[config.mk]
export PLATFORM = sky130hd
export DESIGN_NAME = btn_step_conditioner
export DESIGN_NICKNAME = d
export VERILOG_FILES = /design/src/rtl/btn_step_conditioner.sv
export SDC_FILE = /design/constraint.sdc
export NUM_CORES = 1
export LEC_CHECK = 0
export CAP_MARGIN = 0
export CORE_MARGIN = 2
export CORE_UTILIZATION = 40
export DETAILED_ROUTE_END_ITERATION = 6
export GPL_TIMING_DRIVEN = 0
export MAX_ROUTING_LAYER = met4
export SYNTH_ARGS = -nofsm -noshare
export SYNTH_HDL_FRONTEND = slang
export SYNTH_SLANG_ARGS = --single-unit
[constraint.sdc]
create_clock -name clk -period 1.88 [get_ports clk]
set_clock_uncertainty 0.05 [all_clocks]
set_input_delay 0.376 -clock clk [delete_from_list [all_inputs] [get_ports clk]]
set_output_delay 0.376 -clock clk [all_outputs]
set_load 0.02 [all_outputs]
[src/rtl/btn_step_conditioner.sv]
// Debounced push-button to single-cycle step pulses with long-press detection.
// Define BTN_AUTOREPEAT_EN to emit auto-repeat steps while the button is held.
module btn_step_conditioner #(
  parameter int unsigned DEBOUNCE_CYCLES = 262,
  parameter int unsigned HOLD_CYCLES     = 16384,
  parameter int unsigned REPEAT_CYCLES   = 4096,
  parameter int unsigned CNT_W           = 16
) (
  input  logic clk,
  input  logic rst_n,
  input  logic ena,
  input  logic btn_n,
  output logic step,
  output logic held,
  output logic released
);

  localparam logic [CNT_W-1:0] DB_LAST   = CNT_W'(DEBOUNCE_CYCLES - 32'd1);
  localparam logic [CNT_W-1:0] HOLD_LAST = CNT_W'(HOLD_CYCLES - 32'd1);
`ifdef BTN_AUTOREPEAT_EN
  localparam logic [CNT_W-1:0] RPT_LAST  = CNT_W'(REPEAT_CYCLES - 32'd1);
`endif

  // Terminal counts must fit the counter and repeat spacing must keep steps apart.
  localparam bit PARAMS_OK =
    (DEBOUNCE_CYCLES >= 32'd1) && (HOLD_CYCLES >= 32'd1) && (REPEAT_CYCLES >= 32'd2) &&
    ((64'd1 << CNT_W) > 64'(DEBOUNCE_CYCLES)) &&
    ((64'd1 << CNT_W) > 64'(HOLD_CYCLES)) &&
    ((64'd1 << CNT_W) > 64'(REPEAT_CYCLES));

  if (!PARAMS_OK) begin : g_param_check
    $error("btn_step_conditioner: counter too narrow or cycle counts out of range");
  end

  typedef enum logic [2:0] {
    ST_IDLE,
    ST_PRESS_DB,
    ST_HOLD_WAIT,
    ST_REPEAT,
    ST_RELEASE_DB
  } state_t;

  state_t           r_state;
  state_t           w_state_nxt;
  logic [CNT_W-1:0] r_cnt;
  logic [CNT_W-1:0] w_cnt_nxt;
  logic             r_sync1;
  logic             r_sync2;
  logic             w_pressed;
  logic             r_step;
  logic             r_held;
  logic             r_released;
  logic             w_step_nxt;
  logic             w_held_nxt;
  logic             w_released_nxt;

  // Two-flop synchronizer; idles at 1 so a reset never looks like a press.
  always_ff @(posedge clk or negedge rst_n) begin
    if (!rst_n) begin
      r_sync1 <= 1'b1;
      r_sync2 <= 1'b1;
    end else begin
      r_sync1 <= btn_n;
      r_sync2 <= r_sync1;
    end
  end

  assign w_pressed = ~r_sync2;

  always_ff @(posedge clk or negedge rst_n) begin
    if (!rst_n) begin
      r_state    <= ST_IDLE;
      r_cnt      <= '0;
      r_step     <= 1'b0;
      r_held     <= 1'b0;
      r_released <= 1'b0;
    end else begin
      r_state    <= w_state_nxt;
      r_cnt      <= w_cnt_nxt;
      r_step     <= w_step_nxt;
      r_held     <= w_held_nxt;
      r_released <= w_released_nxt;
    end
  end

  // Shared counter restarts from zero on every state change.
  always_comb begin
    w_state_nxt    = r_state;
    w_cnt_nxt      = r_cnt;
    w_step_nxt     = 1'b0;
    w_released_nxt = 1'b0;
    if (!ena) begin
      w_state_nxt = ST_IDLE;
      w_cnt_nxt   = '0;
    end else begin
      case (r_state)
        ST_IDLE: begin
          if (w_pressed) begin
            w_state_nxt = ST_PRESS_DB;
            w_cnt_nxt   = '0;
          end
        end
        ST_PRESS_DB: begin
          if (!w_pressed) begin
            w_state_nxt = ST_IDLE;
            w_cnt_nxt   = '0;
          end else if (r_cnt == DB_LAST) begin
            w_state_nxt = ST_HOLD_WAIT;
            w_cnt_nxt   = '0;
            w_step_nxt  = 1'b1;
          end else begin
            w_cnt_nxt = r_cnt + CNT_W'(1);
          end
        end
        ST_HOLD_WAIT: begin
          if (!w_pressed) begin
            w_state_nxt = ST_RELEASE_DB;
            w_cnt_nxt   = '0;
          end else if (r_cnt == HOLD_LAST) begin
            w_state_nxt = ST_REPEAT;
            w_cnt_nxt   = '0;
`ifdef BTN_AUTOREPEAT_EN
            w_step_nxt  = 1'b1;
`endif
          end else begin
            w_cnt_nxt = r_cnt + CNT_W'(1);
          end
        end
        ST_REPEAT: begin
          // Without auto-repeat the counter simply stays at zero here.
          if (!w_pressed) begin
            w_state_nxt = ST_RELEASE_DB;
            w_cnt_nxt   = '0;
          end
`ifdef BTN_AUTOREPEAT_EN
          else if (r_cnt == RPT_LAST) begin
            w_cnt_nxt  = '0;
            w_step_nxt = 1'b1;
          end else begin
            w_cnt_nxt = r_cnt + CNT_W'(1);
          end
`endif
        end
        ST_RELEASE_DB: begin
          // A bounce back to pressed re-arms the hold timer without a new step.
          if (w_pressed) begin
            w_state_nxt = ST_HOLD_WAIT;
            w_cnt_nxt   = '0;
          end else if (r_cnt == DB_LAST) begin
            w_state_nxt    = ST_IDLE;
            w_cnt_nxt      = '0;
            w_released_nxt = 1'b1;
          end else begin
            w_cnt_nxt = r_cnt + CNT_W'(1);
          end
        end
        default: begin
          w_state_nxt = ST_IDLE;
          w_cnt_nxt   = '0;
        end
      endcase
    end
    w_held_nxt = (w_state_nxt == ST_REPEAT);
  end

  assign step     = r_step;
  assign held     = r_held;
  assign released = r_released;

endmodule

# Word level (Yosys, flattened, before mapping)
# Index checks and enable logic that the tools add are counted.
# classes
addsub	1
eq_ne	9
mux	26
reduce_logical	2
# ops
operator	count
16-bit two-way mux	8
16-bit one-hot mux with 5 select lines	1
3-bit two-way mux	9
16-bit by 1-bit adder with 16-bit output (second input constant)	1
16-bit by 14-bit == test with 1-bit output (second input constant)	1
16-bit by 9-bit == test with 1-bit output (second input constant)	1
3-bit one-hot mux with 5 select lines	1
3-bit by 2-bit == test with 1-bit output (second input constant)	3
1-bit two-way mux	7
3-bit inequality test (second input constant)	2
3-bit by 1-bit == test with 1-bit output (second input constant)	1
3-bit == test (second input constant)	1
3-bit zero test	1
2-bit AND reduction	1
# word_totals
ff_bits	24
elab_cells	45

# Depth between registers and ports, before layout
# logic_depth
depth_word	6
ltp_mapped	8
mapped_depth_nobuf	7

# Worst setup path before layout
# OpenSTA, ideal clock, no wires.
# synth_timing
path_type	reg-to-reg
startpoint	register r_cnt[1]
endpoint	register r_cnt[3]
arrival_time_ps	1693
required_ps	1696
slack_ps	3
path_stages_with_launch	9
n_path_buf	1
synth_period_minus_slack_ps	1877
cell_sequence	dfrtp_1 -> inv_1 -> ha_1 -> nor4b_1 -> and4_1 -> nor3_4 -> o21ai_1 -> buf_2 -> o211ai_1
# synth_between
elab_chain_len	5
# synth_lines
element	line_no	rtl
start: declaration	45	logic [CNT_W-1:0] r_cnt;
start signal: assignment	79	r_cnt <= w_cnt_nxt;
16-bit by 1-bit adder with 16-bit output, or another cell as far along	112, 126, 154	
16-bit two-way mux, on equally long branches	107, 149, 119	
16-bit two-way mux, on equally long branches	146, 104, 116	
16-bit one-hot mux with 5 select lines *	96	case (r_state)
16-bit two-way mux *	92	if (!ena) begin
# Mark *: on every way between the ends. The rest lies on a longest branch, timed or not.
# A chain may end at the register's enable or synchronous reset.

# Worst setup path in the final report
# layout_timing
startpoint	register r_cnt[1]
endpoint	register r_cnt[5]
# The elaborated chain is that of the path after synthesis.

==> metrics <==
vias in the first global route 1442; Min-Delay Path Class flip-flop to flip-flop; number of cells on the critical path 8; Num CTS Buffers 3; Critical Path End Type flip-flop; RSZ-0062 raised after global routing yes; top cells by count, synth 22 x dfrtp_1, 16 x nand2_1, 10 x nor2_1; mux cell area share after synthesis 0.00697; Critical Path AT 2.14 ns; first-pass GRT wire length 6820 microns; Filler cells 264; critical path class flip-flop to flip-flop; vias per std cell 5.87; Overflow after GRT 0; CP Cell Sequence inv_2, ha_1, nor4b_4, and4_4, nor3_4, o21ai_4, buf_6, o211ai_1; Seq/Total Area, Yosys 0.420; htree depth 1; CP top delay family simple AND/OR/NAND/NOR gates; crit-path max cell delay 0.46 ns; CTS Buffer Depth 2; most common cell in the netlist dfrtp_1; Routability Congestion 0.840; Yosys cell types 46; num rows 21; number of synthesized register bits 24; CP max-delay cell dfrtp_2; Initial Util 0.424; Worst-path clk slew 0.13 ns; Post-Syn Area per Cell 9.09 sq um; VDD IR-drop max 0.248 mV; Detailed Routing Iterations Pass 1 4; IO Pins 7; outcome finished with violations; failing checks setup timing; count of final setup violators 16; area occupied by multi-input gates 960 sq um; DP Worst Slack -0.601 ns; Die Ht 63.9 microns; Slew Viols, Final 0; Finished Core Util 0.614; Routed WL 4220 microns; xor-xnor portion of the synthesized cell area 0.0244; CTS hold repair buffers 0; largest family of logic cells by synthesized area simple AND/OR/NAND/NOR gates; layout cells sized above 1 0.425; slew margin rel. 0.282; clk_lat worst skew 0.32 ns; CTS Root Cell clkbuf_4; async set-reset flop share out of synthesis 1.00; initial detailed-routing violation count 125; top cells by area, synth dfrtp_1 38%, nand2_1 4.2%, dfstp_2 3.7%, a21oi_1 3.1%, o211ai_1 3.1%; DIE WIDTH 63.9 microns; initial antenna violation count 0; Clock Sinks 24; worst reg2reg path depth 8; largest net degree at the start of global routing 25; Crit path buffers/inverters 2; remaining antenna violation count 0; Cells after Synth 158; Reg area 612 sq um; Die Area 4090 sq um; number of synthesized flops with an enable pin 0; # diodes 0; LEAKAGE 0.816 nW; core area 3390 sq um; synthesis-to-finish area growth 44.9%; syn nets 164; Avg WL per Cell 17.2 microns; Yosys top cell by area dfrtp_1; Synth Area in Simple Gates 0.284; Overall Global Routing Usage 0.219; synthesized-area fraction occupied by adder cells 0.0174; worst setup margin -0.109 ns; Pwr Density 440 nW/um^2; Nets 207; Yosys warning count 0; Max Clk Rate 503 MHz; post-synth top area share 0.383; Setup crit start kind flip-flop; Max Cap Violations 0; mapped cell area 1440 sq um; post-DP HPWL 2350 microns; Compound-Gate Fraction of Synth Area 0.199; Final Critical Period 1.99 ns; IO Port Bufs 6; Min-Delay Path Depth 0; CTS tree done; crit path max fanout 5; Worst Tran Pin Value 1.07 ns; Final Hold Fails 0; Residual DRC 0; fin crit share 1.06; ys flop type dfrtp_1; via count 1445; CP required 2.03 ns; total power 0.915 mW
## per-stage QoR
stage          std cells  TNS (ns)  hold slack, ns  area (sq um)
2_1_floorplan        158         0          0.0304          1440
3_3_place_gp         210     -7.20           0.298          1550
3_5_place_dp         210     -7.47           0.301          1550
4_1_cts              237    -0.593           0.325          1920
5_1_grt              246     -2.27           0.333          2080
6_report             246     -1.05           0.321          2080
## what timing repair did
action / CTS / global route
pin swaps: 11 / 9
resized for setup: 39 / 20
buffers inserted: 22 / 9
setup endpoints to repair: 16 / 19
cloned: 1 / 0
## layout by cell type (no fill, tap or decap), drive strengths merged, types with 2 or more instances in the layout
cell / n
dfrtp: 22
ha: 2
inv: 7
nor4: 3
dfstp: 2
nor2: 10
o2111ai: 5
clkdlybuf4s50: 6
nand4: 4
clkbuf: 4
o211ai: 6
nand3: 6
and2: 3
o21ai: 10
a2bb2oi: 2
and3: 3
or3: 5
a211oi: 2
nand2b: 3
nor3: 9
buf: 38
xnor2: 4
a21oi: 9
nand2: 16
nor4b: 4
## where the power goes
| group | internal [mW] | leakage, nW | switching, mW | total (mW) |
|---|---|---|---|---|
| sequential | 0.522 | 0.315 | 0.00458 | 0.527 |
| combinational | 0.0499 | 0.480 | 0.0604 | 0.110 |
| clock | 0.118 | 0.0210 | 0.160 | 0.278 |
| total | 0.690 | 0.816 | 0.225 | 0.915 |
## worst reg2reg max path: cells and delay by family (launching register included)
kind / cells / cell delay (ns)
buffers and inverters: 2 / 0.22
AOI/OAI and AO/OA: 2 / 0.32
and+or+nand+nor: 3 / 0.66
DFF: 1 / 0.46
adders and majority gates: 1 / 0.16
## cells by family (layout without fill, tap and decap cells)
logic type | count (synthesis) | in the layout
xor gates and xnor gates | 4 | 4
adders and majority gates | 2 | 2
DFF | 24 | 24
muxes | 1 | 1
AOI/OAI and AO/OA | 41 | 41
buffers and inverters | 14 | 56
and+or+nand+nor | 72 | 72
## metal layers
layer | global-route usage | part of all wire | wire, microns | vias to the layer above
li1 | - | - | - | 670
met1 | 0.268 | 0.42 | 1790 | 699
met2 | 0.365 | 0.50 | 2110 | 59
met3 | 0.0317 | 0.041 | 171 | 17
met4 | 0.0870 | 0.035 | 149 | 0
met5 | - | 0 | 0 | -
## flip-flops by register name (all words and copies together), names as in the netlist
| signal | flops |
|---|---|
| held | 1 |
| released | 1 |
| r_state | 3 |
| r_sync1 | 1 |
| step | 1 |
| r_sync2 | 1 |
| r_cnt | 16 |
## final timing paths
check                                      from              endpoint  slack, ns
max                        r_cnt[1]$_DFFE_PN0P_  r_cnt[5]$_DFFE_PN0P_      -0.11
min                           r_sync1$_DFF_PN1_     r_sync2$_DFF_PN1_       0.32
max reg2reg                r_cnt[1]$_DFFE_PN0P_  r_cnt[5]$_DFFE_PN0P_      -0.11
min reg2reg                   r_sync1$_DFF_PN1_     r_sync2$_DFF_PN1_       0.32
max in group asynchronous                 rst_n  r_cnt[1]$_DFFE_PN0P_       0.50
min in group asynchronous                 rst_n  r_cnt[7]$_DFFE_PN0P_       0.57
## layout make-up
| class | count | share of cell area |
|---|---|---|
| multi-input cells | 120 | 0.461 |
| flip-flops and latches | 24 | 0.294 |
| repair buffers | 38 | 0.157 |
| well taps | 46 | 0.0276 |
| plain buffers | 6 | 0.0264 |
| clock buffers | 4 | 0.0174 |
| inverters | 8 | 0.0162 |
No activity file was read; power rests on OpenSTA's default activity.
==> variant 1: new RTL, same settings <==
Make the reset (`rst_n`) synchronous in 2 clocked blocks.
--- a/src/rtl/btn_step_conditioner.sv
+++ b/src/rtl/btn_step_conditioner.sv
@@ -56,5 +56,5 @@
 
   // Two-flop synchronizer; idles at 1 so a reset never looks like a press.
-  always_ff @(posedge clk or negedge rst_n) begin
+  always_ff @(posedge clk) begin
     if (!rst_n) begin
       r_sync1 <= 1'b1;
@@ -68,5 +68,5 @@
   assign w_pressed = ~r_sync2;
 
-  always_ff @(posedge clk or negedge rst_n) begin
+  always_ff @(posedge clk) begin
     if (!rst_n) begin
       r_state    <= ST_IDLE;
Check against the original RTL: no difference found for any inputs over 10 cycles, from zero or initial values and one cycle with rst_n low; that may be too few to reach the edited logic, so the function may still have changed.
==> variant 1 against the original RTL <==
Sequential cell count stayed put. Worst hold slack better by 0.057 ns. The flow still finishes with violations (negative setup slack). Wire length is 37% lower. Largest cell class unchanged. Synthesized area is 15% lower. Cell area is 25% lower. Setup slack better by 0.0044 ns. Synthesized cell count is 12% lower. Core utilization is 9.2 points lower.
Power is not compared: it rests on default switching activity, and its combinational part moved more than twofold at a synthesized area within 25%.
==> variant 1: results <==
[run_status]
status = finished with violations
violations = negative setup slack

[final_layout]
multi_input_area_share_pct = 49.3
nets = 170
nClkBuffers = 3
synthToLayoutAreaGrowth_pct = 27.1
seqCellArea_sq_um = 485
nNonClkBuffers = 26

[timing]
worst_slew_margin_rel_pct = 77.5
setup_viol_count_final = 12
setup_slack_ns = -0.105
setup_tns_ns = -1.06
whs_ns = 0.379

[placement]
dpl.cell_count = 178
dpl.hpwl_microns = 1700
place.gp.congestion = 0.787
dpl_cell_area_sq_mm = 0.00133

[logic_synthesis]
synth_compound_area_share_pct = 13.3
synth_cell_types = 34
synth_area_leaders = dfxtp_1, xnor2_1, nor2_1, buf_6, nand2_1
ys.flop_type = dfxtp_1
netlist_instances = 139
muxShareOfSynthArea_pct = 0
synth.top_cell.area_share_pct = 39.3
syn-num-nets = 145
yosys-top-cells-count = dfxtp_1, nor2_1, nand2_1, xnor2_1, nor3_1

[hold_path]
hold_start = r_sync1
hold_path_end = r_sync2

[global_route]
grtUsageMet3_pct = 2.62
grtUsageTotal_pct = 17.3
grt_pass1_vias = 1013
grtUsageMet1_pct = 21.0
met2_usage_pct = 28.3
grt_max_degree = 13
grt_pass1_wl_microns = 4440

[route]
wl_microns = 2640
detailroute.wirelength.met3_microns = 55
drt_iter0_drc = 73
vias = 1058
met1_length_microns = 1260

[floorplanning]
core_sq_mm = 0.00298

[critical_path]
reg2reg_to = r_cnt[11]
path_max_fanout = 6
rr_worst_depth = 6
slowest_stage = dfxtp_1
reg2reg_from = r_cnt[2]
cpPeakStageDelay_ns = 0.49
[variant 1: changes by cell type after synthesis, sizes merged, moves of 3 or more]
cell	change
nor2	+5
o21bai	+3
or3	-4
dfrtp	-22
dfxtp	+24
o2111ai	-5
xnor2	+7
o21ai	-7
o22ai	+3
o211ai	-6
nand2	-4
inv	-5
[variant 1: worst max path at each step]
| stage | cells after the start | end | startpoint |
|---|---|---|---|
| floorplan | 8 | r_cnt[15] | r_cnt[0] |
| global placement | 8 | r_cnt[4] | r_cnt[0] |
| detailed placement | 8 | r_cnt[13] | r_cnt[0] |
| CTS | 9 | r_cnt[11] | r_cnt[1] |
| global route | 6 | r_cnt[7] | r_cnt[8] |
| finish | 6 | r_cnt[11] | r_cnt[2] |
[variant 1: what timing repair did]
| item | CTS | global route |
|---|---|---|
| gates resized for setup | 17 | 8 |
| endpoints found under the hold margin | 0 | 0 |
| setup buffers | 14 | 0 |
| pin swaps | 13 | 3 |
| setup endpoints to repair | 14 | 17 |
| gates cloned | 1 | 0 |
==> variant 2: new RTL, same flow settings <==
Without the edit above. The option `BTN_AUTOREPEAT_EN` is turned on by a define.
--- a/src/rtl/btn_step_conditioner.sv
+++ b/src/rtl/btn_step_conditioner.sv
@@ -1,4 +1,6 @@
 // Debounced push-button to single-cycle step pulses with long-press detection.
 // Define BTN_AUTOREPEAT_EN to emit auto-repeat steps while the button is held.
+`define BTN_AUTOREPEAT_EN
+
 module btn_step_conditioner #(
   parameter int unsigned DEBOUNCE_CYCLES = 262,
Check against the original RTL: same outputs for any inputs over 10 cycles, from zero or initial values and one cycle with rst_n low; that may be too few to reach the edited logic, so the function may still have changed.
==> variant 2 against the original RTL <==
The run still ends with negative setup slack left. Sequential share of layout area is 5.2 points higher. Global-route usage is 2.8 points lower. Maximum frequency is 4.6% higher. Total power is 9.3% lower. Setup slack better by 0.087 ns. Count of clock-buffer cells in the layout stayed put. Sequential cell count stayed put. Wire length is 21% lower. Cell area is 15% lower. Critical path depth is 2 lower. Die area is 1.6% higher. Synthesized area is 1.7% higher. Core utilization is 9.7 points lower. Critical path type unchanged. Critical endpoint is now r_cnt[9]. Highest routed layer unchanged.
==> variant 2: results <==
[run_status]
status = finished with violations
violations = negative setup slack

[timing]
setup_slack_ns = -0.0229
whs_ns = 0.316
tightest_slew_ns = 1.09
setup_viol_count_final = 4
setup_tns_ns = -0.0486

[critical_path]
rr_worst_depth = 6
cpPeakStageDelay_ns = 0.45
cp-end-kind = register
critPathArrivalTime_ns = 2.07
reg2reg_to = r_cnt[9]
crit_family = compound AO/OA/AOI/OAI gates
slowest_stage = dfrtp_2
critPathLaunch = r_cnt[15]

[logic_synthesis]
synth_fa_ha_area_share_pct = 1.71
synth_compound_area_share_pct = 17.4
ys_warn_count = 0
syn-num-nets = 172
muxShareOfSynthArea_pct = 0.686
yosys.area_share.xor_xnor_pct = 1.80
synth_area_leaders = dfrtp_1, nand2_1, dfstp_2, o211ai_1, o221ai_1
ys_seq_area_share_pct = 41.3
yosys-top-cells-count = nand2_1, dfrtp_1, nor2_1, o21ai_0
synth_cell_types = 45
netlist_instances = 166
async_flop_share_pct = 100

[final_layout]
largestRegisters = r_cnt (16), r_state (3)
fillCellCount = 314
drive_above_1_share_pct = 25.7
nets = 190

[pwr]
leakagePower_nw = 0.722
p_comb_share_pct = 7.2
vdd_drop_max_v = 0.000184
internal_power_mw = 0.626
seqPwrFrac_pct = 63.4
power.switching_mw = 0.204

[hold_path]
hold_path_end = r_sync2
hold_start = r_sync1

[placement]
port_buffers = 6
dpl_cell_area_sq_mm = 0.00158
dpl.cell_count = 218
place.gp.congestion = 0.770
pre_cts_slack_ns = -0.208
dpl.hpwl_microns = 2270

[cts]
cts.repair.resized = 17
cts_root_buffer = clkbuf_4
clockBufferDepth = 2
cts_max_level = 1
postCtsSetupBuffers = 6
clk_pin_slew_worst_paths_ns = 0.13

[global_route]
grtUsageTotal_pct = 19.1
grt_pass1_wl_microns = 6040

[route]
drt_iter0_drc = 75
antenna_left = 0
vias = 1304
wl_per_cell_microns = 14.6
via_per_inst = 5.69
variant 2: final cells by class:
| cell class | instances | area [sq um] | area share (%) |
|---|---|---|---|
| Buffer | 7 | 46.3 | 2.62 |
| Sequential cell | 24 | 612 | 34.6 |
| Tap cell | 46 | 57.6 | 3.26 |
| Multi-Input combinational cell | 132 | 893 | 50.6 |
| Clock buffer | 4 | 26.3 | 1.49 |
| Inverter | 3 | 11.3 | 0.637 |
| Timing Repair Buffer | 13 | 120 | 6.80 |
variant 2: layer usage:
metal / part of all wire [%] / up-vias / track usage, %
met5: 0 / - / -
met4: 1.6 / 0 / 6.38
met3: 2.5 / 5 / 2.60
met2: 50 / 25 / 31.9
met1: 46 / 630 / 24.0
li1: - / 644 / -
variant 2: cells by family (layout without fill, tap and decap cells):
| kind of cell | after synthesis | after routing |
|---|---|---|
| xor+xnor | 3 | 3 |
| fa+ha+maj | 2 | 2 |
| compound gates | 34 | 35 |
| mux | 1 | 1 |
| flops | 24 | 24 |
| simple gates | 91 | 91 |
| buf+inv | 11 | 27 |
